[config.mk]
export PLATFORM = sky130hd
export DESIGN_NAME = if_fetch_flat
export DESIGN_NICKNAME = d
export VERILOG_FILES = /design/src/rtl/if_fetch_if.sv /design/src/rtl/if_fetch.sv /design/src/flat_wrapper.sv
export SDC_FILE = /design/constraint.sdc
export NUM_CORES = 1
export LEC_CHECK = 0
export CELL_PAD_IN_SITES_DETAIL_PLACEMENT = 0
export CELL_PAD_IN_SITES_GLOBAL_PLACEMENT = 1
export CORE_MARGIN = 8
export CORE_UTILIZATION = 35
export DETAILED_ROUTE_END_ITERATION = 7
export GPL_TIMING_DRIVEN = 0
export PLACE_DENSITY = 0.84
export SKIP_CTS_REPAIR_TIMING = 1
export SLEW_MARGIN = 20
export SYNTH_ARGS = -nofsm -noshare
export SYNTH_HDL_FRONTEND = slang
export SYNTH_SLANG_ARGS = --single-unit
[constraint.sdc]
create_clock -name clk -period 13.3 [get_ports clk]
set_clock_uncertainty 0.05 [all_clocks]
set_input_delay 2.66 -clock clk [delete_from_list [all_inputs] [get_ports clk]]
set_output_delay 2.66 -clock clk [all_outputs]
set_load 0.01 [all_outputs]
[src/rtl/if_fetch_if.sv]
// Fetch-stage bus bundle: decode/IF-ID handshake plus the shared byte memory port.
interface if_fetch_if;
  logic        stall_hold;
  logic        br_taken;
  logic [31:0] br_addr;
  logic        mem_gnt;
  logic [7:0]  mem_din;
  logic        mem_req;
  logic [31:0] mem_a;
  logic [31:0] if_pc;
  logic [31:0] if_inst;
  logic        if_valid;
  logic        stall_req;

  modport master (
    input  stall_hold, br_taken, br_addr, mem_gnt, mem_din,
    output mem_req, mem_a, if_pc, if_inst, if_valid, stall_req
  );

  modport slave (
    output stall_hold, br_taken, br_addr, mem_gnt, mem_din,
    input  mem_req, mem_a, if_pc, if_inst, if_valid, stall_req
  );
endinterface

[src/rtl/if_fetch.sv]
// RV32I instruction fetch: assembles 32-bit words from a granted byte port,
// presents pc/inst to IF/ID, accepts decode redirects.
// Optional direct-mapped instruction cache enabled by defining IFETCH_ICACHE_EN.
module if_fetch #(
  parameter logic [31:0] RESET_PC       = 32'h0000_0000,
  parameter int unsigned ICACHE_INDEX_W = 6
) (
  input  logic       clk,
  input  logic       rst,
  input  logic       rdy,
  if_fetch_if.master bus
);

  typedef enum logic [1:0] {IDLE = 2'd0, FETCH = 2'd1, HOLD = 2'd2} state_t;

  state_t      state_q, state_d;
  logic [31:0] pc_q, pc_d;
  logic        mem_req_q, mem_req_d;
  logic [31:0] mem_a_q, mem_a_d;
  logic [31:0] if_pc_q, if_pc_d;
  logic [31:0] if_inst_q, if_inst_d;
  logic        if_valid_q, if_valid_d;
  logic [2:0]  issue_cnt_q, issue_cnt_d;
  logic [1:0]  recv_cnt_q, recv_cnt_d;
  logic        pending_q, pending_d;
  logic [23:0] byte_buf_q, byte_buf_d;

  logic        granted_c;
  logic        done_c;
  logic        hit_c;
  logic [31:0] hit_data_c;
  logic        unused_c;

  assign granted_c = mem_req_q & bus.mem_gnt;
  // Last byte lands this cycle and is not being discarded by a redirect.
  assign done_c    = rdy & ~bus.br_taken & (state_q == FETCH) & pending_q & (recv_cnt_q == 2'd3);
  assign unused_c  = ^{bus.br_addr[1:0], ICACHE_INDEX_W};

`ifdef IFETCH_ICACHE_EN
  localparam int unsigned LINES = 1 << ICACHE_INDEX_W;
  localparam int unsigned TAG_W = 32 - ICACHE_INDEX_W - 2;

  logic [LINES-1:0]          cvalid_q, cvalid_d;
  logic [TAG_W-1:0]          ctag_q  [LINES];
  logic [31:0]               cdata_q [LINES];
  logic [ICACHE_INDEX_W-1:0] cidx_c;
  logic [TAG_W-1:0]          ctag_c;

  assign cidx_c     = pc_q[ICACHE_INDEX_W+1:2];
  assign ctag_c     = pc_q[31:ICACHE_INDEX_W+2];
  assign hit_c      = cvalid_q[cidx_c] && (ctag_q[cidx_c] == ctag_c);
  assign hit_data_c = cdata_q[cidx_c];

  // Line becomes valid when a byte-port fetch completes for it.
  always_comb begin
    cvalid_d = cvalid_q;
    if (done_c) cvalid_d[cidx_c] = 1'b1;
  end

  // Valid bits are the only cache state that needs reset.
  always_ff @(posedge clk) begin
    if (rst) cvalid_q <= '0;
    else     cvalid_q <= cvalid_d;
  end

  // Tag/data fill with the freshly assembled word.
  always_ff @(posedge clk) begin
    if (done_c) begin
      ctag_q[cidx_c]  <= ctag_c;
      cdata_q[cidx_c] <= {bus.mem_din, byte_buf_q};
    end
  end
`else
  assign hit_c      = 1'b0;
  assign hit_data_c = '0;
`endif

  // Next-state: issue/receive bytes, present, consume, redirect (redirect wins).
  always_comb begin
    state_d     = state_q;
    pc_d        = pc_q;
    mem_req_d   = mem_req_q;
    mem_a_d     = mem_a_q;
    if_pc_d     = if_pc_q;
    if_inst_d   = if_inst_q;
    if_valid_d  = if_valid_q;
    issue_cnt_d = issue_cnt_q;
    recv_cnt_d  = recv_cnt_q;
    pending_d   = pending_q;
    byte_buf_d  = byte_buf_q;

    if (rdy) begin
      pending_d = granted_c;
      if (granted_c) issue_cnt_d = issue_cnt_q + 3'd1;

      if ((state_q == FETCH) && pending_q) begin
        if (recv_cnt_q == 2'd3) begin
          if_inst_d   = {bus.mem_din, byte_buf_q};
          if_pc_d     = pc_q;
          if_valid_d  = 1'b1;
          state_d     = HOLD;
          issue_cnt_d = 3'd0;
          recv_cnt_d  = 2'd0;
        end else begin
          case (recv_cnt_q)
            2'd0:    byte_buf_d[7:0]   = bus.mem_din;
            2'd1:    byte_buf_d[15:8]  = bus.mem_din;
            default: byte_buf_d[23:16] = bus.mem_din;
          endcase
          recv_cnt_d = recv_cnt_q + 2'd1;
        end
      end

      case (state_q)
        IDLE: begin
          if (!if_valid_q) begin
            if (hit_c) begin
              if_inst_d  = hit_data_c;
              if_pc_d    = pc_q;
              if_valid_d = 1'b1;
              state_d    = HOLD;
            end else begin
              state_d     = FETCH;
              issue_cnt_d = 3'd0;
              recv_cnt_d  = 2'd0;
            end
          end
        end
        HOLD: begin
          if (if_valid_q && !bus.stall_hold) begin
            if_valid_d = 1'b0;
            pc_d       = pc_q + 32'd4;
            state_d    = IDLE;
          end
        end
        default: ;
      endcase

      if (bus.br_taken) begin
        pc_d        = {bus.br_addr[31:2], 2'b00};
        if_valid_d  = 1'b0;
        if_pc_d     = if_pc_q;
        if_inst_d   = if_inst_q;
        issue_cnt_d = 3'd0;
        recv_cnt_d  = 2'd0;
        pending_d   = 1'b0;
        state_d     = IDLE;
      end

      mem_req_d = (state_d == FETCH) && (issue_cnt_d < 3'd4);
      if (mem_req_d) mem_a_d = pc_d + 32'(issue_cnt_d);
    end
  end

  // State and registered outputs.
  always_ff @(posedge clk) begin
    if (rst) begin
      state_q     <= IDLE;
      pc_q        <= RESET_PC;
      mem_req_q   <= 1'b0;
      mem_a_q     <= '0;
      if_pc_q     <= '0;
      if_inst_q   <= '0;
      if_valid_q  <= 1'b0;
      issue_cnt_q <= '0;
      recv_cnt_q  <= '0;
      pending_q   <= 1'b0;
      byte_buf_q  <= '0;
    end else begin
      state_q     <= state_d;
      pc_q        <= pc_d;
      mem_req_q   <= mem_req_d;
      mem_a_q     <= mem_a_d;
      if_pc_q     <= if_pc_d;
      if_inst_q   <= if_inst_d;
      if_valid_q  <= if_valid_d;
      issue_cnt_q <= issue_cnt_d;
      recv_cnt_q  <= recv_cnt_d;
      pending_q   <= pending_d;
      byte_buf_q  <= byte_buf_d;
    end
  end

  assign bus.mem_req   = mem_req_q;
  assign bus.mem_a     = mem_a_q;
  assign bus.if_pc     = if_pc_q;
  assign bus.if_inst   = if_inst_q;
  assign bus.if_valid  = if_valid_q;
  assign bus.stall_req = ~if_valid_q;

endmodule

[src/flat_wrapper.sv]
// flat-port wrapper written by rule: the top's interface ports become plain ports
module if_fetch_flat 
#(
  parameter logic [31:0] RESET_PC       = 32'h0000_0000,
  parameter int unsigned ICACHE_INDEX_W = 6
)
  (clk, rst, rdy, bus_stall_hold, bus_br_taken, bus_br_addr, bus_mem_gnt, bus_mem_din, bus_mem_req, bus_mem_a, bus_if_pc, bus_if_inst, bus_if_valid, bus_stall_req);
  if_fetch_if bus_i ();
  input  logic clk;
  input  logic rst;
  input  logic rdy;
  input wire logic [$bits(bus_i.stall_hold)-1:0] bus_stall_hold;
  input wire logic [$bits(bus_i.br_taken)-1:0] bus_br_taken;
  input wire logic [$bits(bus_i.br_addr)-1:0] bus_br_addr;
  input wire logic [$bits(bus_i.mem_gnt)-1:0] bus_mem_gnt;
  input wire logic [$bits(bus_i.mem_din)-1:0] bus_mem_din;
  output wire logic [$bits(bus_i.mem_req)-1:0] bus_mem_req;
  output wire logic [$bits(bus_i.mem_a)-1:0] bus_mem_a;
  output wire logic [$bits(bus_i.if_pc)-1:0] bus_if_pc;
  output wire logic [$bits(bus_i.if_inst)-1:0] bus_if_inst;
  output wire logic [$bits(bus_i.if_valid)-1:0] bus_if_valid;
  output wire logic [$bits(bus_i.stall_req)-1:0] bus_stall_req;
  assign bus_i.stall_hold = bus_stall_hold;
  assign bus_i.br_taken = bus_br_taken;
  assign bus_i.br_addr = bus_br_addr;
  assign bus_i.mem_gnt = bus_mem_gnt;
  assign bus_i.mem_din = bus_mem_din;
  assign bus_mem_req = bus_i.mem_req;
  assign bus_mem_a = bus_i.mem_a;
  assign bus_if_pc = bus_i.if_pc;
  assign bus_if_inst = bus_i.if_inst;
  assign bus_if_valid = bus_i.if_valid;
  assign bus_stall_req = bus_i.stall_req;
  if_fetch #(.RESET_PC(RESET_PC), .ICACHE_INDEX_W(ICACHE_INDEX_W)) u_core (.clk(clk), .rst(rst), .rdy(rdy), .bus(bus_i));
endmodule
After elaboration in Yosys (flattened, before gate mapping)
Cells that the tools add are included.
{ "op_classes": {"bitwise": 5, "order_cmp": 1, "muxes": 29, "n_addsub": 4, "reduce_logical": 12, "n_eq_ne": 5} }
{ "op_table": {"columns": ["op", "count"], "rows": [
  ["32-bit two-way mux", 4],
  ["32-bit by 3-bit adder with 32-bit output", 1],
  ["32-bit by 3-bit adder with 32-bit output, second input constant", 1],
  ["2-bit two-way mux", 11],
  ["3-bit two-way mux", 7],
  ["4-bit AND reduction", 4],
  ["2-bit by 1-bit equality test with 1-bit output, second input constant", 3],
  ["1-bit two-way mux", 6],
  ["2-bit equality test, second input constant", 2],
  ["2-bit logical NOT", 2],
  ["1-bit inverter", 4],
  ["2-bit case mux with 2 select lines", 1],
  ["3-bit by 1-bit adder with 3-bit output, second input constant", 1],
  ["1-bit logical AND", 3],
  ["3-bit less-than comparator, second input constant", 1],
  ["2-bit by 1-bit adder with 2-bit output, second input constant", 1],
  ["2-bit AND reduction", 1],
  ["2-bit OR reduction", 1],
  ["1-bit bitwise AND", 1],
  ["1-bit logical NOT", 1]
]} }
{ "word_totals": {"reg_bits": 162, "out_inout_bits": 99, "inputBits": 46} }

Logic depth before layout (Yosys ltp)
Gate-level depths: netlist (run 1).
{ "depth": {"ltp_word": 11, "depth_mapped": 16, "ltp_nobuf": 13} }

Least setup slack after synthesis (run 1)
No wires, ideal clock.
{ "synth_path": {"path_kind": "input -> register", "from": "input port bus_br_taken", "to": "register u_core.mem_a_q[24] (netlist: u_core.bus.mem_a[24])", "setup_ns": 0.091, "arrival_ns": 6.608, "stages": 14, "setup_slack_ns": 6.551, "path_cell_list": "clkbuf_1 -> buf_1 -> clkbuf_1 -> clkbuf_1 -> clkbuf_1 -> o21ai_0 -> ha_1 -> nor2b_1 -> o221a_2 -> nand4_1 -> or4_1 -> or3_1 -> or4_1 -> a311oi_1"} }
{ "synth_between": {"elab_chain_len": 5} }
{ "synth_rtl": {"columns": ["element", "line", "rtl"], "rows": [
  ["start, declared", "flat_wrapper.sv:13", "input wire logic [$bits(bus_i.br_taken)-1:0] bus_br_taken;"],
  ["parallel branches: the longest is 5 deep, another holds 32-bit by 3-bit adder with 32-bit output", null, null],
  ["end signal, assigned", "if_fetch.sv:173", "mem_a_q <= mem_a_d;"],
  ["end, declared", "if_fetch.sv:19", "logic [31:0] mem_a_q, mem_a_d;"]
]} }
Several ways; the timed one is not identified. The select of a mux whose other input is x is not followed.
A chain may end at the register's enable or synchronous reset.

Worst setup path after layout (run 1)
{ "layout_path": {"from": "input port bus_br_taken", "to": "register u_core.mem_a_q[31] (netlist: u_core.bus.mem_a[31])"} }
The elaborated chain is that of the path after synthesis.

==> results of run 1 <==
-- layer usage --
| metal | up-vias | routed length [um] | track usage, % |
|---|---|---|---|
| met5 | - | 0 | 0 |
| met4 | 0 | 495 | 6.250 |
| met3 | 33 | 2041 | 5.255 |
| met2 | 262 | 11450 | 28.77 |
| met1 | 3540 | 11560 | 24.41 |
| li1 | 3740 | - | - |
-- layout by cell type, fill, tap and decap left out, types with 8 or more instances in the layout --
master,n
a211oi_1,16
a21oi_1,83
a311oi_1,9
a31oi_1,14
and2_1,8
clkbuf_1,59
clkbuf_16,17
clkdlybuf4s50_1,140
dfxtp_1,162
ha_1,9
inv_1,11
mux2i_1,54
nand2_1,167
nand2b_1,9
nand3_1,16
nand4_1,16
nor2_1,117
nor3_1,13
nor4_1,16
o21ai_0,13
o31ai_1,18
or3_1,13
or4_1,18
xnor2_1,17
xor2_1,10
-- state kept, by name, indices dropped and copies added (netlist names) --
signal / cells
u_core.bus.mem_a: 32
u_core.bus.if_valid: 1
u_core.pending_q: 1
u_core.bus.if_pc: 32
u_core.byte_buf_q: 24
u_core.issue_cnt_q: 3
u_core.bus.if_inst: 32
u_core.state_q: 2
u_core.pc_q: 32
u_core.recv_cnt_q: 2
u_core.bus.mem_req: 1
-- cell families after synthesis --
family          count (synthesis)  share of synthesized area (%)
simple gates                  433                          26.38
fa+ha+maj                      10                          1.696
buf+inv                        86                          4.416
flops                         162                          41.47
compound gates                190                          15.81
xor+xnor                       27                          3.024
mux                            56                          7.200
-- power groups by stage --
stage / clock, W / sequential, W / combinational [W]
floorplan: 0 / 0.000520 / 0.0000640
global placement: 0 / 0.000520 / 0.000119
detailed placement: 0 / 0.000520 / 0.000120
CTS: 0.000537 / 0.000509 / 0.000120
global route: 0.000556 / 0.000511 / 0.000131
finish: 0.000529 / 0.000509 / 0.000121
-- final timing paths --
kind / end / slack, ns / cells past startpoint
min: u_core.bus.if_pc[23] / 0.41 / 2
max reg2reg: u_core.bus.mem_a[24] / 8.78 / 13
max: u_core.bus.mem_a[31] / 5.59 / 14
min reg2reg: u_core.bus.if_pc[23] / 0.41 / 2
-- area by class of cell --
type | instances | area, sq um | share of cell area (%)
clock inverters | 15 | 221.5 | 2.166
inverters | 13 | 48.80 | 0.4773
well taps | 280 | 350.3 | 3.427
multi-input cells | 716 | 4237 | 41.44
clock buffers | 17 | 425.4 | 4.161
repair buffers | 140 | 1401 | 13.71
flip-flops and latches | 162 | 3243 | 31.72
plain buffers | 73 | 296.5 | 2.900
-- stage by stage --
step | instances | worst slack, ns | util, % | power [W] | instance area, sq um
6_report | 1416 | 5.590 | 46.70 | 0.001158 | 10220
5_1_grt | 1416 | 5.211 | 46.70 | 0.001199 | 10220
4_1_cts | 1416 | 5.719 | 46.70 | 0.001166 | 10220
3_5_place_dp | 1384 | 5.279 | 43.75 | 0.0006396 | 9577
3_3_place_gp | 1384 | 5.304 | 43.72 | 0.0006385 | 9572
2_1_floorplan | 964 | 6.551 | - | 0.0005839 | 7820
-- critical path, delay by kind of cell --
| kind | cells | cell delay [ns] |
|---|---|---|
| buf+inv | 5 | 2.32 |
| simple gates | 4 | 1.76 |
| compound gates | 4 | 0.89 |
| fa+ha+maj | 1 | 0.38 |
==> impl_metrics.py, run 1 <==
metrics = {
    "status": {
        "status": "finished, final reports clean",
    },
    "synth": {
        "yosysWarnings": 0,
        "synth-seq-cells": 162,
        "synth_edf_count": 0,
        "synth_top_area_share_pct": 41.47,
        "synthTopCellsByCount": "nand2_1 (167), dfxtp_1 (162), nor2_1 (117)",
        "syn_nets": 1020,
        "async_flop_share_pct": 0,
        "synth_area_sq_mm": 0.007820,
        "ys_top_cells_by_area": "dfxtp_1 (41%), nand2_1 (8.0%), mux2i_1 (6.9%)",
        "synth.most_common_cell": "nand2_1",
        "avgSynthCellArea_sq_um": 8.112,
        "synthCells": 964,
        "yosysSeqAreaShare_pct": 41.47,
        "synth_top_cell_by_area": "dfxtp_1",
        "synth_cell_types": 68,
        "ys.flop_type": "dfxtp_1",
    },
    "cts": {
        "htree_levels": 4,
        "cts_tree": "yes",
        "cts.sinks": 162,
        "numCtsBuffers": 17,
        "root_buffer": "clkbuf_16",
        "clock_latency_ns": 0.44,
        "clkTransAtPathRegs_ns": 0.08,
        "clk_path_buf_depth": 2,
    },
    "worst_setup_path": {
        "cp.arrival_ns": 7.99,
        "crit_type": "in -> reg",
        "path_max_fanout": 10,
        "reg2reg_from": "u_core.state_q[1]",
        "cp_cell_sequence": "clkbuf_1 -> buf_1 -> clkbuf_1 -> clkbuf_1 -> clkbuf_1 -> o21ai_0 -> ha_1 -> a21o_1 -> o211ai_1 -> nand4b_1 -> or4_1 -> or2_1 -> or4_1 -> a311oi_1",
        "end_kind": "flip-flop",
        "crit_start": "bus_br_taken",
        "cpMostUsedCell": "clkbuf_1",
        "max_stage_delay_ns": 0.56,
        "slowest_stage": "or4_1",
        "start_kind": "input port",
        "worstPathRequired_ns": 13.58,
    },
    "final_layout": {
        "n_fill_cell": 2193,
        "final_nets": 1179,
        "drive_gt1_share_pct": 5.194,
        "syn_to_final_growth_pct": 30.74,
        "diodes": 0,
    },
    "power": {
        "power.switching_w": 0.0003442,
        "ir_worst_vdd_mv": 0.08180,
        "combPwrFrac_pct": 10.4,
        "p_seq_share_pct": 43.9,
        "p_int_w": 0.0008139,
        "power_leakage_nw": 3.430,
        "p_clk_share_pct": 45.7,
        "cellPowerDensity_mw_per_mm2": 113.3,
        "netSwitchingFraction_pct": 29.72,
    },
    "routing": {
        "avgRoutedWirePerCell_um": 18.04,
        "drt-pass1-iter-count": 5,
        "vias_per_cell": 5.350,
        "drt_iter0_drc": 565,
        "routed_wl_um": 25550,
        "drcViolationCount": 0,
        "vias": 7575,
        "ant_nets": 0,
    },
    "timing": {
        "max_clock_freq_mhz": 129.7,
        "slew_headroom_pct": 35.96,
        "setup_tns_ns": 0,
        "fin_crit_ns": 7.710,
        "holdWs_ns": 0.4070,
        "tightest_slew_ns": 0.9585,
        "final_hold_viol_count": 0,
        "setup_viol": 0,
        "final-max-slew-violation-count": 0,
        "rsz0062_at_grt": "false",
        "fin_crit_sh_pct": 57.97,
    },
    "floorplanning": {
        "start_util_pct": 35.72,
        "dieArea_sq_mm": 0.02738,
        "fp-row-count": 54,
        "placeableCoreArea_sq_mm": 0.02189,
        "die_w_um": 165.5,
        "chipHeight_um": 165.5,
        "io_pins": 145,
    },
    "global_routing": {
        "grt_pass1_wl_um": 39560,
        "gr-usage-all-layers_pct": 18.58,
        "first_global_vias": 7080,
        "grt_start_max_net_pins": 23,
        "antenna_found_initial": 0,
        "grt_overflow": 0,
    },
    "placed_design": {
        "gp_congestion": 0.9200,
        "numPortBuffers": 140,
        "dp_hpwl_um": 19320,
    },
    "job": {
        "cap_violations": 0,
    },
    "min_path": {
        "hp-start": "u_core.bus.if_pc[23]",
        "hp-class": "reg -> reg",
    },
}
(Power assumes the default switching activity.)
==> run 2: changes to the inputs <==
- clock period: 13.3 -> 7.5 ns (I/O delays scaled with it)
==> results of run 2 <==
Same layout as run 1 (identical final DEF). Status: finished, final reports clean.
Main changes from that run: setup slack after placement 5.279 ns -> 0.6386 ns; setup slack after layout 5.590 ns -> 0.9504 ns; register-to-register setup slack 8.78 ns -> 2.98 ns; total power 0.001158 W -> 0.002054 W; worst IR drop on VDD 0.08180 mV -> 0.1451 mV
